<file path="config.mk">
export PLATFORM = sky130hd
export DESIGN_NAME = sk6812_rx_flat
export DESIGN_NICKNAME = d
export VERILOG_FILES = /design/src/rtl/sk6812_pkg.sv /design/src/rtl/sk6812_rx_if.sv /design/src/rtl/sk6812_pulse_meas.sv /design/src/rtl/sk6812_rx.sv /design/src/flat_wrapper.sv
export SDC_FILE = /design/constraint.sdc
export NUM_CORES = 1
export LEC_CHECK = 0
export CAP_MARGIN = 20
export CORE_ASPECT_RATIO = 0.75
export CORE_UTILIZATION = 60
export CTS_BUF_LIST = sky130_fd_sc_hd__clkbuf_4 sky130_fd_sc_hd__clkbuf_8
export DETAILED_ROUTE_END_ITERATION = 10
export PLACE_DENSITY = 0.83
export SETUP_SLACK_MARGIN = 0.02
export SLEW_MARGIN = 40
export SYNTH_ARGS = -nofsm -noshare
export SYNTH_HDL_FRONTEND = slang
export SYNTH_SLANG_ARGS = --single-unit
</file>
<file path="constraint.sdc">
create_clock -name sys_clk -period 4.6 [get_ports sys_clk]
set_input_delay 0.69 -clock sys_clk [delete_from_list [all_inputs] [get_ports sys_clk]]
set_output_delay 0.69 -clock sys_clk [all_outputs]
set_load 0.02 [all_outputs]
</file>
<file path="src/rtl/sk6812_pkg.sv">
// Package for the SK6812 receive pixel.
// Holds the FSM state type, the word length, default tick counts (10 MHz
// clock, 100 ns per tick) and the bit offsets of the G/R/B fields inside a
// received 24-bit word.
package sk6812_pkg;

  typedef enum logic [1:0] {
    WAIT_RST,
    RX,
    FWD
  } state_t;

  localparam int unsigned LED_BITS = 24;

  localparam int unsigned T_TH_DEF   = 5;
  localparam int unsigned T_HMAX_DEF = 12;
  localparam int unsigned T_RST_DEF  = 500;
  localparam int unsigned T0H_DEF    = 3;
  localparam int unsigned T1H_DEF    = 6;

  // {G,R,B}, G sent first
  localparam int unsigned G_LSB = 16;
  localparam int unsigned R_LSB = 8;
  localparam int unsigned B_LSB = 0;

endpackage

</file>
<file path="src/rtl/sk6812_rx_if.sv">
// Pixel-side signal bundle of the SK6812 receiver.
//   din        serial data into the pixel (asynchronous to the clock)
//   dout       serial data forwarded to the next pixel
//   pix_data   last complete {G,R,B} word
//   pix_valid  one-cycle pulse when pix_data updates
//   frame_rst  one-cycle pulse per detected reset gap
//   bit_err    one-cycle pulse on an over-long high pulse
// Modports: slave = the pixel (receiver), master = the line driver/observer.
interface sk6812_rx_if
  import sk6812_pkg::*;
  ();

  logic                din;
  logic                dout;
  logic [LED_BITS-1:0] pix_data;
  logic                pix_valid;
  logic                frame_rst;
  logic                bit_err;

  modport slave (
    input  din,
    output dout,
    output pix_data,
    output pix_valid,
    output frame_rst,
    output bit_err
  );

  modport master (
    output din,
    input  dout,
    input  pix_data,
    input  pix_valid,
    input  frame_rst,
    input  bit_err
  );

endinterface

</file>
<file path="src/rtl/sk6812_pulse_meas.sv">
// Line measurement for the SK6812 receiver.
// Synchronises din, finds the edges of the synchronised line, measures high
// and low times and turns them into strobes.
//   sys_clk   10 MHz clock
//   sys_nrst  asynchronous active-low reset
//   din       raw serial input
//   din_s     synchronised input
//   bit_stb   one-cycle strobe on each fall of din_s
//   bit_val   decoded bit value (high time >= T_TH); valid with bit_stb,
//             and as a level it tells whether the current high is a code1
//   gap_stb   one-cycle strobe when the low time reaches T_RST
//   err_stb   one-cycle strobe when the high time exceeds T_HMAX
module sk6812_pulse_meas #(
  parameter int unsigned T_TH   = 5,
  parameter int unsigned T_HMAX = 12,
  parameter int unsigned T_RST  = 500
) (
  input  logic sys_clk,
  input  logic sys_nrst,
  input  logic din,
  output logic din_s,
  output logic bit_stb,
  output logic bit_val,
  output logic gap_stb,
  output logic err_stb
);

  localparam int unsigned HW = $clog2(T_HMAX + 2);
  localparam int unsigned LW = $clog2(T_RST + 1);

  localparam logic [HW-1:0] HI_TH   = HW'(T_TH);
  localparam logic [HW-1:0] HI_MAX  = HW'(T_HMAX);
  localparam logic [HW-1:0] HI_SAT  = HW'(T_HMAX + 1);
  localparam logic [LW-1:0] LO_SAT  = LW'(T_RST);
  localparam logic [LW-1:0] LO_LAST = LW'(T_RST - 1);

  logic          din_m;
  logic          din_q;
  logic          rise;
  logic [HW-1:0] hi_cnt;
  logic [LW-1:0] lo_cnt;

  always_ff @(posedge sys_clk or negedge sys_nrst) begin
    if (!sys_nrst) begin
      din_m <= 1'b0;
      din_s <= 1'b0;
      din_q <= 1'b0;
    end else begin
      din_m <= din;
      din_s <= din_m;
      din_q <= din_s;
    end
  end

  assign rise    = din_s & ~din_q;
  assign bit_stb = ~din_s & din_q;
  assign bit_val = (hi_cnt >= HI_TH);

  // hi_cnt equals the number of high cycles seen so far in the current
  // pulse, so at the fall it holds the full pulse width.
  always_ff @(posedge sys_clk or negedge sys_nrst) begin
    if (!sys_nrst) begin
      hi_cnt  <= '0;
      lo_cnt  <= '0;
      gap_stb <= 1'b0;
      err_stb <= 1'b0;
    end else begin
      if (rise) begin
        hi_cnt <= HW'(1);
      end else if (din_s && hi_cnt != HI_SAT) begin
        hi_cnt <= hi_cnt + 1'b1;
      end

      if (din_s) begin
        lo_cnt <= '0;
      end else if (lo_cnt != LO_SAT) begin
        lo_cnt <= lo_cnt + 1'b1;
      end

      // Both strobes fire on the step into saturation, so each fires once
      // per pulse/gap no matter how long the line stays put.
      gap_stb <= ~din_s & (lo_cnt == LO_LAST);
      err_stb <= din_s & ~rise & (hi_cnt == HI_MAX);
    end
  end

endmodule

</file>
<file path="src/rtl/sk6812_rx.sv">
// SK6812 receive pixel.
// Acts as one pixel on the NRZ chain: after a reset gap it decodes the first
// 24 bits into pix_data ({G,R,B}, MSB first) and forwards every later bit on
// dout. dout stays low while waiting for a gap and while the own word is
// being received.
//   sys_clk   10 MHz clock (one tick = 100 ns)
//   sys_nrst  asynchronous active-low reset
//   bus       sk6812_rx_if.slave: din, dout, pix_data, pix_valid,
//             frame_rst, bit_err
// Build option SK6812_RESHAPE_EN: forwarded highs are regenerated as clean
// T0H/T1H pulses instead of being passed through raw.
module sk6812_rx
  import sk6812_pkg::*;
#(
  parameter int unsigned T_TH   = T_TH_DEF,
  parameter int unsigned T_HMAX = T_HMAX_DEF,
  parameter int unsigned T_RST  = T_RST_DEF
`ifdef SK6812_RESHAPE_EN
  ,
  parameter int unsigned T0H    = T0H_DEF,
  parameter int unsigned T1H    = T1H_DEF
`endif
) (
  input  logic        sys_clk,
  input  logic        sys_nrst,
  sk6812_rx_if.slave  bus
);

  localparam logic [4:0] WORD_LEN = 5'(LED_BITS);

  logic din_s;
  logic bit_stb;
  logic bit_val;
  logic gap_stb;
  logic err_stb;

  state_t              state;
  state_t              state_nxt;
  logic [4:0]          bit_cnt;
  logic [LED_BITS-1:0] shreg;
  logic [LED_BITS-1:0] pix_data_q;
  logic                pix_valid_q;
  logic                word_done;
  logic                dout_q;
  logic                dout_nxt;
  logic                fwd_bit;

  sk6812_pulse_meas #(
    .T_TH   (T_TH),
    .T_HMAX (T_HMAX),
    .T_RST  (T_RST)
  ) u_meas (
    .sys_clk  (sys_clk),
    .sys_nrst (sys_nrst),
    .din      (bus.din),
    .din_s    (din_s),
    .bit_stb  (bit_stb),
    .bit_val  (bit_val),
    .gap_stb  (gap_stb),
    .err_stb  (err_stb)
  );

  // ---------------------------------------------------------------- FSM
  always_ff @(posedge sys_clk or negedge sys_nrst) begin
    if (!sys_nrst) begin
      state <= WAIT_RST;
    end else begin
      state <= state_nxt;
    end
  end

  always_comb begin
    state_nxt = state;
    word_done = 1'b0;
    case (state)
      WAIT_RST: state_nxt = WAIT_RST;
      RX: begin
        // Word commits the cycle after the 24th fall.
        if (bit_cnt == WORD_LEN) begin
          word_done = ~err_stb;
          state_nxt = FWD;
        end
      end
      FWD:      state_nxt = FWD;
      default:  state_nxt = WAIT_RST;
    endcase
    if (gap_stb) begin
      state_nxt = RX;
    end
    if (err_stb) begin
      state_nxt = WAIT_RST;
    end
  end

  // ------------------------------------------------ shift register / word
  always_ff @(posedge sys_clk or negedge sys_nrst) begin
    if (!sys_nrst) begin
      bit_cnt     <= '0;
      shreg       <= '0;
      pix_data_q  <= '0;
      pix_valid_q <= 1'b0;
    end else begin
      if (gap_stb) begin
        bit_cnt <= '0;
      end else if (state == RX && bit_stb && bit_cnt < WORD_LEN) begin
        shreg   <= {shreg[LED_BITS-2:0], bit_val};
        bit_cnt <= bit_cnt + 1'b1;
      end
      if (word_done) begin
        pix_data_q <= shreg;
      end
      pix_valid_q <= word_done;
    end
  end

  // ------------------------------------------------------------ dout path
`ifdef SK6812_RESHAPE_EN
  // The short/long decision is only known once hi_cnt reaches T_TH, so the
  // regenerated pulse starts RS_DLY cycles after the rise; that way a code0
  // can still end exactly T0H cycles after it began.
  localparam logic [7:0] RS_DLY = 8'((T_TH > T0H) ? (T_TH - T0H) : 0);
  localparam logic [7:0] RS_T0  = 8'(T0H);
  localparam logic [7:0] RS_T1  = 8'(T1H);

  logic       rs_din_q;
  logic       rs_rise;
  logic       rs_act;
  logic       rs_long;
  logic       rs_long_now;
  logic       rs_end;
  logic [7:0] rs_cnt;
  logic [7:0] rs_ph;
  logic [7:0] rs_len;

  always_comb begin
    rs_rise     = din_s & ~rs_din_q;
    rs_ph       = rs_rise ? 8'd0 : rs_cnt;
    rs_long_now = ~rs_rise & (rs_long | bit_val);
    rs_len      = rs_long_now ? RS_T1 : RS_T0;
    fwd_bit     = (rs_rise | rs_act) && (rs_ph >= RS_DLY) && (rs_ph < RS_DLY + rs_len);
    rs_end      = rs_act && ~rs_rise && (rs_ph >= RS_DLY + rs_len);
  end

  always_ff @(posedge sys_clk or negedge sys_nrst) begin
    if (!sys_nrst) begin
      rs_din_q <= 1'b0;
      rs_act   <= 1'b0;
      rs_long  <= 1'b0;
      rs_cnt   <= '0;
    end else begin
      rs_din_q <= din_s;
      if (rs_rise) begin
        rs_act  <= 1'b1;
        rs_long <= 1'b0;
        rs_cnt  <= 8'd1;
      end else if (rs_act) begin
        rs_long <= rs_long_now;
        if (rs_end) begin
          rs_act <= 1'b0;
        end
        if (rs_cnt != 8'hFF) begin
          rs_cnt <= rs_cnt + 1'b1;
        end
      end
    end
  end
`else
  assign fwd_bit = din_s;
`endif

  always_comb begin
    dout_nxt = 1'b0;
    if (state == FWD && !err_stb) begin
      dout_nxt = fwd_bit;
    end
  end

  always_ff @(posedge sys_clk or negedge sys_nrst) begin
    if (!sys_nrst) begin
      dout_q <= 1'b0;
    end else begin
      dout_q <= dout_nxt;
    end
  end

  assign bus.dout      = dout_q;
  assign bus.pix_data  = pix_data_q;
  assign bus.pix_valid = pix_valid_q;
  assign bus.frame_rst = gap_stb;
  assign bus.bit_err   = err_stb;

endmodule

</file>
<file path="src/flat_wrapper.sv">
// flat-port wrapper written by rule: the top's interface ports become plain ports
module sk6812_rx_flat import sk6812_pkg::*;
#(
  parameter int unsigned T_TH   = T_TH_DEF,
  parameter int unsigned T_HMAX = T_HMAX_DEF,
  parameter int unsigned T_RST  = T_RST_DEF

)
  (sys_clk, sys_nrst, bus_din, bus_dout, bus_pix_data, bus_pix_valid, bus_frame_rst, bus_bit_err);
  sk6812_rx_if bus_i ();
  input  logic sys_clk;
  input  logic sys_nrst;
  input wire logic [$bits(bus_i.din)-1:0] bus_din;
  output wire logic [$bits(bus_i.dout)-1:0] bus_dout;
  output wire logic [$bits(bus_i.pix_data)-1:0] bus_pix_data;
  output wire logic [$bits(bus_i.pix_valid)-1:0] bus_pix_valid;
  output wire logic [$bits(bus_i.frame_rst)-1:0] bus_frame_rst;
  output wire logic [$bits(bus_i.bit_err)-1:0] bus_bit_err;
  assign bus_i.din = bus_din;
  assign bus_dout = bus_i.dout;
  assign bus_pix_data = bus_i.pix_data;
  assign bus_pix_valid = bus_i.pix_valid;
  assign bus_frame_rst = bus_i.frame_rst;
  assign bus_bit_err = bus_i.bit_err;
  sk6812_rx #(.T_TH(T_TH), .T_HMAX(T_HMAX), .T_RST(T_RST)) u_core (.sys_clk(sys_clk), .sys_nrst(sys_nrst), .bus(bus_i));
endmodule
</file>
==> flow_metrics.py <==
metrics = {
    "setup_path": {
        "critical_path_buf_inv_count": 1,
        "start_kind": "flip-flop",
        "worstPathRequired_ns": 3.91,
        "critPathCaptureType": "output port",
        "critPathMaxFanout": 10,
        "worst_ep_arrival_time_ns": 1.58,
        "crit_chain": "clkdlybuf4s50_1",
        "reg2reg_depth": 5,
        "cpMaxStageDelayCell": "clkdlybuf4s50_1",
        "crit_family": "buffers and inverters",
        "crit_type": "reg -> out",
        "cpPeakStageDelay_ns": 0.67,
        "cp_num_cells": 1,
    },
    "yosys": {
        "yosysWarnings": 0,
        "synth_nets": 260,
        "netlist_instances": 247,
        "synthXorXnorAreaFrac_pct": 0.2646,
        "synth.ff_latch_count": 75,
        "synth_mux_area_share_pct": 19.09,
        "synth_top_cell_area_share_pct": 56.69,
        "synth_async_sr_flop_share_pct": 100.0,
        "synth_fa_ha_area_share_pct": 3.779,
        "synthSimpleGateAreaFrac_pct": 10.77,
        "ys.flop_type": "dfrtp_1",
        "synth_top_area_cell": "dfrtp_1",
        "seq_area_frac_synth_pct": 56.69,
        "synth_area_per_cell_um2": 13.40,
        "synth_compound_area_share_pct": 5.329,
        "synth_edf_count": 0,
        "syn_area_mm2": 0.003311,
        "synth_top_family_by_area": "multiplexers",
        "yosysMostFrequentCell": "dfrtp_1",
        "yosys-top-cells-area": "dfrtp_1 57%, mux2_2 9.9%, mux2_4 8.6%",
        "synth.distinct_cells": 43,
        "yosys-top-cells-count": "75 x dfrtp_1, 29 x mux2_2, 19 x mux2_4, 14 x a21oi_1",
    },
    "pwr": {
        "cellPowerDensity_mw_per_mm2": 320.9,
        "irDropWorstVdd_v": 0.0002182,
        "p_leak_nw": 1.820,
    },
    "floorplanning": {
        "die-area_mm2": 0.005822,
        "pin_count": 31,
        "placementRows": 23,
        "fp.dieH_um": 66.33,
        "start_util_pct": 62.19,
        "coreArea_mm2": 0.005324,
        "die_x_um": 87.78,
    },
    "clocking": {
        "clockBufferDepth": 2,
        "cts_setup_buffers": 0,
        "htreeDepth": 3,
        "cts_buffers": 9,
        "cts-root-buf": "clkbuf_8",
        "clkSlewWorstSetupHoldPaths_ns": 0.08,
        "cts.sinks": 75,
        "insertion_delay_ns": 0.35,
        "postCtsHoldBufs": 0,
        "cts-resized-gates": 0,
        "tritoncts": "built",
    },
    "drt": {
        "postRouteAntennaNets": 0,
        "wl_per_cell_um": 15.33,
        "firstDrtPassIters": 4,
        "vias": 2025,
        "first_iter_violations": 66,
        "drt-total-wl_um": 5502,
        "drc": 0,
        "vias_per_cell": 5.641,
    },
    "timing": {
        "tns_ns": 0,
        "timing_hold_violations_final": 0,
        "clock_skew_ns": 0.01162,
        "setup_viol": 0,
        "clock.fmax_mhz": 440.5,
        "tightestPinTransition_ns": 0.6722,
        "fin_crit_sh_pct": 49.35,
        "layout_setup_ws_ns": 2.330,
        "rsz0062_at_grt": "false",
        "fin_crit_ns": 2.270,
        "maxSlewViolCount": 0,
        "slew_headroom_pct": 55.18,
    },
    "placed_design": {
        "port_buffers": 30,
        "dp_slack_ns": 2.450,
        "gp_congestion": 0.8144,
        "hpwlAfterDp_um": 3725,
        "place_inst": 343,
    },
    "layout": {
        "num_antenna_cells": 0,
        "syn_to_final_growth_pct": 15.99,
        "fillers": 362,
        "drive_above_1_share_pct": 26.06,
        "final_cells": 359,
        "multi_input_area_mm2": 0.001305,
        "final_nets": 292,
        "fin_util_pct": 72.13,
        "seq_area_mm2": 0.001877,
    },
    "global_routing": {
        "antenna_found_initial": 0,
        "grt_max_degree": 76,
        "grt_usage_pct": 21.13,
        "gr-total-overflow": 0,
        "grt_pass1_wl_um": 9039,
        "grt_pass1_vias": 1931,
    },
    "hold_path": {
        "holdCritPathClass": "in -> async",
    },
    "flow_run": {
        "drv_cap": 0,
    },
    "status": {
        "status": "completed",
    },
}
==> layout make-up <==
class	instances	share of cell area (%)
sequential	75	48.88
multi-input combinational	150	33.98
timing repair buffer	32	8.439
clock buffer	9	3.226
tap	75	2.444
clock inverter	7	1.955
inverter	11	1.075
==> path summary, 6_finish.rpt <==
check,endpoint,startpoint,slack [ns]
min in group sys_clk,u_core.u_meas.din_s,u_core.u_meas.din_m,0.35
max in group asynchronous,u_core.bus.pix_data[6],sys_nrst,3.82
setup reg to reg,u_core.shreg[5],u_core.state[1],2.42
setup / recovery,bus_frame_rst,u_core.u_meas.gap_stb,2.33
hold reg to reg,u_core.u_meas.din_s,u_core.u_meas.din_m,0.35
hold / removal,u_core.bit_cnt[4],sys_nrst,0.35
==> per-stage QoR <==
step | hold slack [ns] | area, um2 | power, mW
finish | 0.3511 | 3840 | 1.232
global route | 0.3625 | 3840 | 1.286
CTS | 0.3590 | 3840 | 1.248
detailed placement | 0.3426 | 3641 | 0.7463
global placement | 0.3340 | 3615 | 0.7426
floorplan | 0.3312 | 3311 | 0.7220
==> cell families after synthesis <==
kind of cell	count (synthesis)
xor gates and xnor gates	1
AOI/OAI and AO/OA	30
muxes	50
DFF	75
buffers and inverters	22
and+or+nand+nor	59
adders and majority gates	10
==> placed cells by master, fill, tap and decap left out, drive strengths merged, types with 2 or more instances in the layout <==
| cell type | Yosys | routed |
|---|---|---|
| a21oi | 14 | 14 |
| and4 | 2 | 2 |
| buf | 8 | 3 |
| clkbuf | 3 | 9 |
| clkdlybuf4s50 | 0 | 29 |
| clkinv | 0 | 4 |
| dfrtp | 75 | 75 |
| ha | 10 | 10 |
| inv | 11 | 13 |
| mux2 | 48 | 48 |
| mux2i | 2 | 2 |
| nand2 | 10 | 10 |
| nand2b | 2 | 2 |
| nand3 | 8 | 8 |
| nand4 | 9 | 9 |
| nand4b | 3 | 3 |
| nor2 | 7 | 7 |
| nor2b | 3 | 3 |
| nor3 | 2 | 2 |
| nor4bb | 2 | 2 |
| o21ai | 6 | 6 |
| o31ai | 4 | 4 |
| or3 | 3 | 3 |
| or4 | 3 | 3 |
==> power breakdown <==
| part | switching, mW | internal [mW] | total, mW |
|---|---|---|---|
| registers | 0.0173 | 0.669 | 0.686 |
| logic | 0.0292 | 0.0169 | 0.0460 |
| clock network | 0.246 | 0.254 | 0.500 |
==> registers in the layout (all words and copies together) (netlist names), 2 cells and up <==
register	cells
u_core.bus.pix_data	24
u_core.bit_cnt	5
u_core.u_meas.hi_cnt	4
u_core.u_meas.lo_cnt	9
u_core.state	2
u_core.shreg	24
==> metal layers <==
layer / up-vias / wire length [um] / global-route usage [%]
li1: 952 / - / -
met2: 50 / 2644 / 32.46
met4: 0 / 69 / 6.762
met3: 9 / 242 / 7.491
met1: 1014 / 2545 / 28.08
met5: - / 0 / 0
Note: power is estimated with default switching activity, not from simulation.
